[config.mk]
export PLATFORM = sky130hd
export DESIGN_NAME = evt_time_marker
export DESIGN_NICKNAME = d
export VERILOG_FILES = /design/src/rtl/evt_time_marker.sv
export SDC_FILE = /design/constraint.sdc
export NUM_CORES = 1
export LEC_CHECK = 0
export CORE_ASPECT_RATIO = 0.5
export CORE_UTILIZATION = 56
export CTS_CLUSTER_SIZE = 28
export DETAILED_ROUTE_END_ITERATION = 16
export GPL_TIMING_DRIVEN = 1
export PLACE_DENSITY = 0.86
export SYNTH_ARGS = -nofsm -noshare
export SYNTH_HDL_FRONTEND = slang
export SYNTH_SLANG_ARGS = --single-unit
export TNS_END_PERCENT = 20
[constraint.sdc]
create_clock -name clk_i -period 6.8 [get_ports clk_i]
set_input_delay 2.04 -clock clk_i [delete_from_list [all_inputs] [get_ports clk_i]]
set_output_delay 2.04 -clock clk_i [all_outputs]
set_load 0.01 [all_outputs]
[src/rtl/evt_time_marker.sv]
// Spike serializer that inserts a TIME event ahead of the first spike of each new timestamp.
// One-entry registered output stage; a spike that needs a marker waits in a hold register.
module evt_time_marker #(
  parameter int TIME_W    = 16,
  parameter int PAYLOAD_W = 16
) (
  input  logic                 clk_i,
  input  logic                 rst_ni,
  input  logic                 enable_i,
  input  logic                 clear_i,
  input  logic                 in_valid_i,
  output logic                 in_ready_o,
  input  logic [TIME_W-1:0]    in_time_i,
  input  logic [PAYLOAD_W-1:0] in_payload_i,
  output logic                 out_valid_o,
  input  logic                 out_ready_i,
  output logic                 out_is_time_o,
  output logic [PAYLOAD_W-1:0] out_data_o,
  output logic                 err_backwards_o,
  output logic [15:0]          marker_cnt_o
);

  if (PAYLOAD_W < TIME_W) begin : g_bad_widths
    $error("PAYLOAD_W must be at least TIME_W");
  end

  typedef enum logic {IDLE, DATA_PEND} state_t;

  state_t               state;
  logic [TIME_W-1:0]    last_time;
  logic                 have_time;
  logic [PAYLOAD_W-1:0] hold_payload;

  logic accept;
  logic need_marker;
  logic backwards;

  // Downstream ready passes straight through so the stage sustains one event per cycle.
  assign in_ready_o  = (state == IDLE) & (~out_valid_o | out_ready_i);
  assign accept      = in_valid_i & in_ready_o;
  assign need_marker = enable_i & (~have_time | (in_time_i != last_time));
  // A zero timestamp is a legal timebase restart, never a backwards step.
  assign backwards   = enable_i & have_time & (in_time_i < last_time) & (in_time_i != '0);

  // NOTE: all state here is sequential, so every assignment is non-blocking (<=);
  // blocking assignments would make update order depend on statement order.
  always_ff @(posedge clk_i or negedge rst_ni) begin
    if (!rst_ni) begin
      state           <= IDLE;
      out_valid_o     <= 1'b0;
      out_is_time_o   <= 1'b0;
      out_data_o      <= '0;
      hold_payload    <= '0;
      last_time       <= '0;
      have_time       <= 1'b0;
      err_backwards_o <= 1'b0;
      marker_cnt_o    <= '0;
    end else begin
      case (state)
        IDLE: begin
          if (accept) begin
            out_valid_o <= 1'b1;
            if (need_marker) begin
              out_is_time_o <= 1'b1;
              out_data_o    <= PAYLOAD_W'(in_time_i);
              hold_payload  <= in_payload_i;
              last_time     <= in_time_i;
              state         <= DATA_PEND;
            end else begin
              out_is_time_o <= 1'b0;
              out_data_o    <= in_payload_i;
            end
          end else if (out_ready_i) begin
            out_valid_o <= 1'b0;
          end
        end
        DATA_PEND: begin
          // Completes even if enable_i dropped while the marker was waiting.
          if (out_ready_i) begin
            out_valid_o   <= 1'b1;
            out_is_time_o <= 1'b0;
            out_data_o    <= hold_payload;
            state         <= IDLE;
          end
        end
        default: state <= IDLE;
      endcase

      // Disabling forgets the timebase so re-enable always starts with a marker.
      if (accept && need_marker) begin
        have_time <= 1'b1;
      end else if (!enable_i) begin
        have_time <= 1'b0;
      end

      if (clear_i) begin
        err_backwards_o <= 1'b0;
        marker_cnt_o    <= '0;
      end else begin
        if (accept && backwards) begin
          err_backwards_o <= 1'b1;
        end
        if (accept && need_marker && (marker_cnt_o != 16'hFFFF)) begin
          marker_cnt_o <= marker_cnt_o + 16'd1;
        end
      end
    end
  end

endmodule

# Word level (Yosys, flattened, before mapping)
# Index checks and enable logic that the tools add are counted.
# totals
register_bits,69
latchBits,0
mem_bits_rw,0
romBits,0
input_bits,38
output_inout_bits,36
mem_count,0
# op_classes
addsub,1
n_mul,0
div_mod_pow,0
order_cmp,1
eq_ne,6
shifts,0
n_mux,20
n_bitwise,11
reduce_logical,9
# ops
operator,count
$mux W16,5
$pmux W16 S2,1
$add A16 B1 Y16 const B,1
$lt A16 B16 Y1,1
$ne A16 B16 Y1,1
$ne A16 B16 Y1 const B,1
$reduce_bool A16 Y1,1
$mux W1,11
$and A1 B1 Y1,6
$pmux W1 S2,3
$ne A2 B2 Y1 const B,2
$reduce_and A2 Y1,2
$reduce_bool A2 Y1,2
$logic_and A1 B1 Y1,3
$ne A3 B3 Y1 const B,1
$not A1 Y1,3
$reduce_and A3 Y1,1
$ne A2 B1 Y1 const B,1
$or A1 B1 Y1,2

# Longest topological paths before layout
# Gate-level depths: netlist of run 1.
# logic_depth
ltp_word,8
mapped_depth,9
mapped_depth_nobuf,7

# Least setup slack after synthesis of run 1
# No wires, ideal clock.
# synth_timing
path_type,input to output
from,in out_ready_i
to,out in_ready_o
t_arrival_ns,2.524
t_required_ns,4.760
path_slack_ns,2.236
path_stages,2
path_cell_list,or2b_2 > and2_1
# synth_between
elab_chain_cells,2
# synth_rtl
element,line,text
"start, declared",16,"input logic out_ready_i,"
$or A1 B1 Y1,39,assign in_ready_o = (state == IDLE) & (~out_valid_o | out_ready_i);
$and A1 B1 Y1,39,
"end, declared",12,"output logic in_ready_o,"
# Every way passes these cells.

# Final worst setup path of run 1
# Ends and elaborated chain as after synthesis.

==> results of run 1 <==
[synth_stat cells (2+ instances only)]
cell type	n	area share [%]
sky130_fd_sc_hd__or3_1	19	3.3
sky130_fd_sc_hd__mux2i_1	17	4.7
sky130_fd_sc_hd__buf_2	4	0.55
sky130_fd_sc_hd__inv_1	19	2.0
sky130_fd_sc_hd__a21oi_1	31	4.3
sky130_fd_sc_hd__nor2_1	13	1.3
sky130_fd_sc_hd__mux2_1	34	11
sky130_fd_sc_hd__nand2b_1	2	0.34
sky130_fd_sc_hd__o21ai_0	20	2.8
sky130_fd_sc_hd__dfrtp_1	69	47
sky130_fd_sc_hd__nand3_1	7	0.96
sky130_fd_sc_hd__ha_1	17	5.8
sky130_fd_sc_hd__o21ai_1	3	0.41
sky130_fd_sc_hd__or4_1	9	1.9
sky130_fd_sc_hd__a211oi_1	2	0.41
sky130_fd_sc_hd__nor2b_1	7	1.2
sky130_fd_sc_hd__o31ai_1	7	1.4
sky130_fd_sc_hd__nand2_1	12	1.2
sky130_fd_sc_hd__nor4_1	9	1.5
sky130_fd_sc_hd__mux2_2	2	0.62
sky130_fd_sc_hd__buf_4	5	1.0
sky130_fd_sc_hd__nand4_1	8	1.4
sky130_fd_sc_hd__clkbuf_1	5	0.52
[metrics by stage]
step / worst slack (ns) / cell area [sq um] / util, % / instances / hold slack (ns)
2_1_floorplan: 2.24 / 3640 / - / 340 / 0.457
3_3_place_gp: 1.32 / 4420 / 71.8 / 490 / 0.463
3_5_place_dp: 1.28 / 4420 / 71.8 / 490 / 0.474
4_1_cts: 1.26 / 4770 / 77.5 / 506 / 0.487
5_1_grt: 1.23 / 4770 / 77.5 / 506 / 0.510
6_report: 1.25 / 4770 / 77.5 / 506 / 0.486
[critical path: stages]
cell and delay, ns:
sky130_fd_sc_hd__clkdlybuf4s50_1 0.47, sky130_fd_sc_hd__or2b_2 0.36, sky130_fd_sc_hd__and2_1 0.16, sky130_fd_sc_hd__clkdlybuf4s50_1 0.48
[state kept, by name, indices dropped and copies added, names as in the netlist]
register,flops
out_is_time_o,1
hold_payload,16
last_time,16
have_time,1
state,1
out_valid_o,1
err_backwards_o,1
marker_cnt_o,16
out_data_o,16
[where the power goes]
group          internal (mW)  leakage, nW  total (mW)  switching [mW]
registers              0.501        0.843       0.553          0.0516
logic                  0.171        0.993       0.336           0.165
clock network          0.367        0.165       0.546           0.179
[layer usage]
metal / part of all wire, % / up-vias / track usage [%]
li1: - / 1403 / -
met5: 0 / - / 0
met2: 47 / 141 / 48.4
met3: 6.1 / 26 / 9.71
met1: 44 / 1505 / 39.3
met4: 2.2 / 0 / 13.7
[worst min-delay path by stage]
stage                     slack [ns]                to
after floorplan                 0.46         have_time
after global placement          0.46     out_is_time_o
after detailed placement        0.47  hold_payload[14]
after CTS                       0.49  hold_payload[14]
after global routing            0.51      last_time[2]
final                           0.49  hold_payload[14]
[area by class of cell]
class	count	area [sq um]	share of cell area (%)
Timing Repair Buffer	77	756	15.8
Tap cell	88	110	2.31
Sequential cell	69	1730	36.2
Inverter	20	75.1	1.57
Multi-Input combinational cell	236	1760	36.8
Clock inverter	6	110	2.31
Clock buffer	10	239	5.01
[cells in the final DEF, fill, tap and decap left out, types with 2 or more instances in the layout]
cell,n
sky130_fd_sc_hd__clkdlybuf4s50_1,72
sky130_fd_sc_hd__dfrtp_1,69
sky130_fd_sc_hd__mux2_1,34
sky130_fd_sc_hd__a21oi_1,31
sky130_fd_sc_hd__o21ai_0,20
sky130_fd_sc_hd__inv_1,19
sky130_fd_sc_hd__or3_1,19
sky130_fd_sc_hd__mux2i_1,17
sky130_fd_sc_hd__ha_1,17
sky130_fd_sc_hd__nor2_1,13
sky130_fd_sc_hd__nand2_1,12
sky130_fd_sc_hd__or4_1,9
sky130_fd_sc_hd__nor4_1,9
sky130_fd_sc_hd__clkbuf_16,9
sky130_fd_sc_hd__nand4_1,8
sky130_fd_sc_hd__nand3_1,7
sky130_fd_sc_hd__nor2b_1,7
sky130_fd_sc_hd__o31ai_1,7
sky130_fd_sc_hd__buf_4,4
sky130_fd_sc_hd__o21ai_1,3
sky130_fd_sc_hd__bufinv_16,3
sky130_fd_sc_hd__nand2b_1,2
sky130_fd_sc_hd__a211oi_1,2
sky130_fd_sc_hd__mux2_2,2
sky130_fd_sc_hd__clkinvlp_4,2
[kinds of logic after synthesis]
kind of cell             after synthesis  share of synthesized area [%]
AND/OR/NAND/NOR                       96                           15.6
AO/OA/AOI/OAI                         70                           10.8
flip-flops                            69                           47.5
multiplexers                          53                           15.8
buffers and inverters                 35                           4.44
adder cells (fa/ha/maj)               17                           5.85
==> impl_metrics.sql, run 1 <==
INSERT INTO impl_metrics (metric_group, metric, value, unit) VALUES
('floorplan', 'initial_utilization', '59.1', '%'),
('synth', 'syn_avg_cell_area', '10.7', 'sq um'),
('clock_tree', 'holdBufCountCts', '0', ''),
('synth', 'yosys.cell_types.count', '42', ''),
('setup_path', 'worstPathRequired', '4.76', 'ns'),
('placement', 'io_buffer_count', '73', ''),
('synth', 'number_of_warnings_issued_by_yosys', '0', ''),
('run_status', 'run_status', 'complete, no violations', ''),
('global_route', 'antenna_found_initial', '0', ''),
('floorplan', 'floorplan.die.height', '59.0', 'microns'),
('setup_path', 'worst-endpoint-arrival', '3.51', 'ns'),
('sta', 'finalWorstPathRequiredPeriod', '5.55', 'ns'),
('final_layout', 'diodes', '0', ''),
('final_layout', 'filler_cell_count', '379', ''),
('floorplan', 'die_area', '6840', 'sq um'),
('sta', 'layout_worst_path_cycle_share', '81.7', '%'),
('sta', 'final_hold_violation_count', '0', ''),
('sta', 'setup_repair_after_global_routing_missed_its_margin', 'no', ''),
('sta', 'setup_viol_count_final', '0', ''),
('global_route', 'grt_max_degree', '70', ''),
('synth', 'dominantRegCellSynth', 'sky130_fd_sc_hd__dfrtp_1', ''),
('placement', 'gp_congestion', '0.814', ''),
('flow_run', 'max_cap_violations', '0', ''),
('routing', 'drtPass1Iterations', '7', ''),
('clock_tree', 'ctsLongestPathBuffers', '2', ''),
('routing', 'drt-initial-drc-count', '376', ''),
('routing', 'routed_via_density', '6.08', ''),
('min_path', 'worstHoldPathType', 'reg -> reg', ''),
('final_layout', 'fin_nets', '468', ''),
('pwr', 'ir_drop', '0.000192', 'V'),
('sta', 'timing.setup.tns', '0', 'ns'),
('synth', 'post_synthesis_cell_area', '3640', 'sq um'),
('sta', 'max_clock_freq', '0.180', 'GHz'),
('min_path', 'worst_hold_startpoint', 'hold_payload[14]', ''),
('clock_tree', 'cts.root.buffer_cell', 'sky130_fd_sc_hd__clkbuf_16', ''),
('synth', 'number_of_enable_flip_flop_cells_after_synthesis', '0', ''),
('pwr', 'cellLeakagePower', '2.00', 'nW'),
('setup_path', 'critical_path.reg2reg.endpoint', 'hold_payload[1]', ''),
('global_route', 'global_route_wire_length_before_repair', '15400', 'microns'),
('setup_path', 'worst_setup_path_end_kind', 'output port', ''),
('synth', 'synth.net_count', '395', ''),
('min_path', 'worst_hold_path.num_cells', '1', ''),
('clock_tree', 'post_cts_resized', '0', ''),
('clock_tree', 'clock_sinks', '69', ''),
('routing', 'drcViolationCount', '0', ''),
('synth', 'synth-seq-area-share', '47.5', '%'),
('synth', 'netlist_instances', '340', ''),
('setup_path', 'worstPathMaxFanout', '4', ''),
('synth', 'async_reset_ff_share', '100', '%'),
('global_route', 'globalRouteOverflowTotal', '0', ''),
('routing', 'detailroute.via_count', '3075', ''),
('placement', 'detailed_place_hpwl', '6060', 'microns'),
('sta', 'clock_skew', '0.00719', 'ns'),
('floorplan', 'core-area', '6160', 'sq um'),
('routing', 'antenna_left', '0', ''),
('synth', 'synth_seq_cells', '69', ''),
('sta', 'final_max_slew_viol_count', '0', ''),
('setup_path', 'worstReg2RegStart', 'last_time[9]', ''),
('sta', 'worst_pin_slew', '1.18', 'ns'),
('clock_tree', 'post_cts_buffers', '0', ''),
('global_route', 'grt_pass1_vias', '3096', ''),
('setup_path', 'path_class', 'in -> out', ''),
('clock_tree', 'clkTransAtPathRegs', '0.06', 'ns'),
('final_layout', 'share_of_post_route_cells_with_drive_strength_above_1', '6.94', '%'),
('pwr', 'totalPowerFinal', '1.43', 'mW'),
('clock_tree', 'insertion_delay', '0.34', 'ns'),
('routing', 'wirelength', '9330', 'microns'),
('final_layout', 'syn2layout_area_growth', '31.2', '%'),
('setup_path', 'critical_path.endpoint', 'in_ready_o', ''),
('routing', 'wire_per_inst', '18.4', 'microns'),
('global_route', 'grt_usage', '30.6', '%'),
('floorplan', 'std_cell_rows', '20', ''),
('sta', 'max_slew_margin', '21.0', '%'),
('clock_tree', 'tritoncts.num_buffers', '9', ''),
('clock_tree', 'cts_htree_levels', '3', ''),
('setup_path', 'r2r_setup_slack', '3.83', 'ns'),
('setup_path', 'worstSetupStartpointType', 'input port', ''),
('setup_path', 'worstSetupStartpoint', 'out_ready_i', ''),
('floorplan', 'die_w', '116', 'microns'),
('pwr', 'power-per-cell-area', '301', 'nW/um^2'),
('setup_path', 'number_of_cell_instances_on_the_worst_register_to_register_path', '7', ''),
('clock_tree', 'tritoncts_clock_tree', 'yes', ''),
('floorplan', 'ioPinCount', '74', '');
Power figures use the tool's default switching activity.
==> run 2, diff against run 1 <==
- CORE_UTILIZATION: 56 -> 52
- PLACE_DENSITY: 0.86 -> 0.81
- clock period: 6.8 -> 5.68 ns (I/O delays scaled with it)
==> run 2 against run 1 <==
Against the previous run:
- combinational power is 19% higher
- total power is 16% higher
- largest power group unchanged
- final area is 0.10% lower
- hold slack worse by 0.011 ns
- largest cell class unchanged
- sequential power is 19% higher
- sequential cell count stayed put
- clock power is 12% higher
==> impl_metrics.sql, run 2 (synthesis gave the netlist of run 1 again) <==
INSERT INTO impl_metrics (metric_group, metric, value, unit) VALUES
('sta', 'finalWorstPathRequiredPeriod', '4.88', 'ns'),
('placement', 'io_buffer_count', '73', ''),
('final_layout', 'postLayoutCoreUtil', '70.9', '%'),
('placement', 'detailed_place_hpwl', '6090', 'microns'),
('min_path', 'worstHoldPathType', 'reg -> reg', ''),
('clock_tree', 'tritoncts.num_buffers', '9', ''),
('floorplan', 'std_cell_rows', '21', ''),
('setup_path', 'worstPathMaxFanout', '4', ''),
('sta', 'post-route-worst-setup-slack', '0.802', 'ns'),
('routing', 'wire_per_inst', '17.8', 'microns'),
('setup_path', 'worstSetupStartpointType', 'input port', ''),
('global_route', 'antenna_found_initial', '0', ''),
('flow_run', 'max_cap_violations', '0', ''),
('clock_tree', 'post_cts_buffers', '0', ''),
('sta', 'worst_pin_slew', '1.25', 'ns'),
('final_layout', 'fin_nets', '468', ''),
('final_layout', 'seq_area', '1730', 'sq um'),
('floorplan', 'initial_utilization', '54.1', '%'),
('sta', 'final_hold_violation_count', '0', ''),
('setup_path', 'worstPathRequired', '3.98', 'ns'),
('floorplan', 'die_w', '120', 'microns'),
('clock_tree', 'holdBufCountCts', '0', ''),
('routing', 'drtPass1Iterations', '4', ''),
('setup_path', 'worst-endpoint-arrival', '3.17', 'ns'),
('pwr', 'totalPowerFinal', '1.67', 'mW'),
('global_route', 'global_route_wire_length_before_repair', '15000', 'microns'),
('clock_tree', 'clock_sinks', '69', ''),
('final_layout', 'filler_cell_count', '513', ''),
('sta', 'max_slew_margin', '16.1', '%'),
('clock_tree', 'ctsLongestPathBuffers', '2', ''),
('clock_tree', 'post_cts_resized', '0', ''),
('pwr', 'cellLeakagePower', '2.00', 'nW'),
('clock_tree', 'insertion_delay', '0.34', 'ns'),
('routing', 'antenna_left', '0', ''),
('sta', 'timing.setup.tns', '0', 'ns'),
('global_route', 'globalRouteOverflowTotal', '0', ''),
('pwr', 'ir_drop', '0.000233', 'V'),
('routing', 'drcViolationCount', '0', ''),
('routing', 'drt-initial-drc-count', '321', ''),
('final_layout', 'layout.cells.most_common', 'sky130_fd_sc_hd__clkdlybuf4s50_1', ''),
('sta', 'final_max_slew_viol_count', '0', ''),
('final_layout', 'layout_common_cells', 'sky130_fd_sc_hd__clkdlybuf4s50_1 (72), sky130_fd_sc_hd__dfrtp_1 (69), sky130_fd_sc_hd__mux2_1 (34)', ''),
('floorplan', 'core-area', '6730', 'sq um'),
('routing', 'routed_via_density', '5.99', ''),
('setup_path', 'path_class', 'in -> out', ''),
('sta', 'clock_skew', '0.00690', 'ns'),
('sta', 'max_clock_freq', '0.205', 'GHz'),
('final_layout', 'share_of_post_route_cells_with_drive_strength_above_1', '6.70', '%'),
('sta', 'setup_repair_after_global_routing_missed_its_margin', 'no', ''),
('setup_path', 'worst_setup_path_end_kind', 'output port', ''),
('sta', 'layout_worst_path_cycle_share', '85.9', '%'),
('floorplan', 'die_area', '7350', 'sq um'),
('clock_tree', 'cts.root.buffer_cell', 'sky130_fd_sc_hd__clkbuf_16', ''),
('final_layout', 'diodes', '0', ''),
('placement', 'place_ws', '0.819', 'ns'),
('pwr', 'power-per-cell-area', '350', 'nW/um^2'),
('final_layout', 'area_used_by_multi_input_combinational_logic', '1760', 'sq um'),
('global_route', 'grt_max_degree', '70', ''),
('clock_tree', 'tritoncts_clock_tree', 'yes', ''),
('final_layout', 'syn2layout_area_growth', '31.1', '%'),
('global_route', 'grt_pass1_vias', '2982', ''),
('global_route', 'grt_usage', '27.1', '%'),
('sta', 'setup_viol_count_final', '0', ''),
('routing', 'wirelength', '9080', 'microns'),
('floorplan', 'ioPinCount', '74', ''),
('clock_tree', 'clkTransAtPathRegs', '0.05', 'ns'),
('clock_tree', 'cts_htree_levels', '3', ''),
('routing', 'detailroute.via_count', '3055', ''),
('floorplan', 'floorplan.die.height', '61.1', 'microns'),
('run_status', 'run_status', 'complete, no violations', ''),
('placement', 'gp_congestion', '0.791', '');
run 2: cell types whose count changed in the layout (fill, tap and decap cells not counted), sizes merged:
cell and delta:
clkbuf +2, clkinvlp -2, clkinv +1, bufinv -1
run 2: routing by layer:
layer  vias up  track usage, %  part of all wire (%)
li1       1401               -                     -
met1      1526            35.2                    45
met2       109            45.2                    47
met3        19            6.94                   6.1
met4         0            10.6                   1.8
met5         -               0                     0
run 2: critical path: stages:
cell	delay (ns)
sky130_fd_sc_hd__clkdlybuf4s50_1	0.46
sky130_fd_sc_hd__or2b_2	0.35
sky130_fd_sc_hd__and2_1	0.18
sky130_fd_sc_hd__clkdlybuf4s50_1	0.48
run 2: power breakdown:
part	leakage (nW)	internal [mW]	switching (mW)
Sequential	0.843	0.600	0.0588
Combinational	0.999	0.205	0.195
Clock	0.163	0.407	0.204
Total	2.00	1.21	0.457
run 2: path summary, 6_finish.rpt:
kind	start	end	slack, ns	depth (start not counted)
worst max-delay path	out_ready_i	in_ready_o	0.80	4
worst min-delay path	out_is_time_o	out_is_time_o	0.48	2
worst max register to register	last_time[9]	hold_payload[1]	2.87	7
worst min register to register	out_is_time_o	out_is_time_o	0.48	2
max in group asynchronous	rst_ni	out_data_o[5]	3.54	2
min in group asynchronous	rst_ni	marker_cnt_o[2]	1.56	2
run 2: through the flow:
step	instances	hold WS (ns)	area, sq um
floorplan	340	0.457	3640
global placement	494	0.465	4440
detailed placement	494	0.463	4440
CTS	510	0.477	4770
global route	510	0.504	4770
finish	510	0.475	4770
run 2: area by class of cell:
class / instances / area share (%)
Tap cell: 92 / 2.41
Inverter: 20 / 1.57
Multi-Input combinational cell: 236 / 36.8
Clock inverter: 4 / 1.47
Clock buffer: 12 / 5.38
Timing Repair Buffer: 77 / 16.1
Sequential cell: 69 / 36.2
==> run 3, diff against run 2 <==
- ABC_CLOCK_PERIOD_IN_PS: unset -> 5680
==> results of run 3 <==
The final DEF is identical to that of run 2; final timing and power are the same.
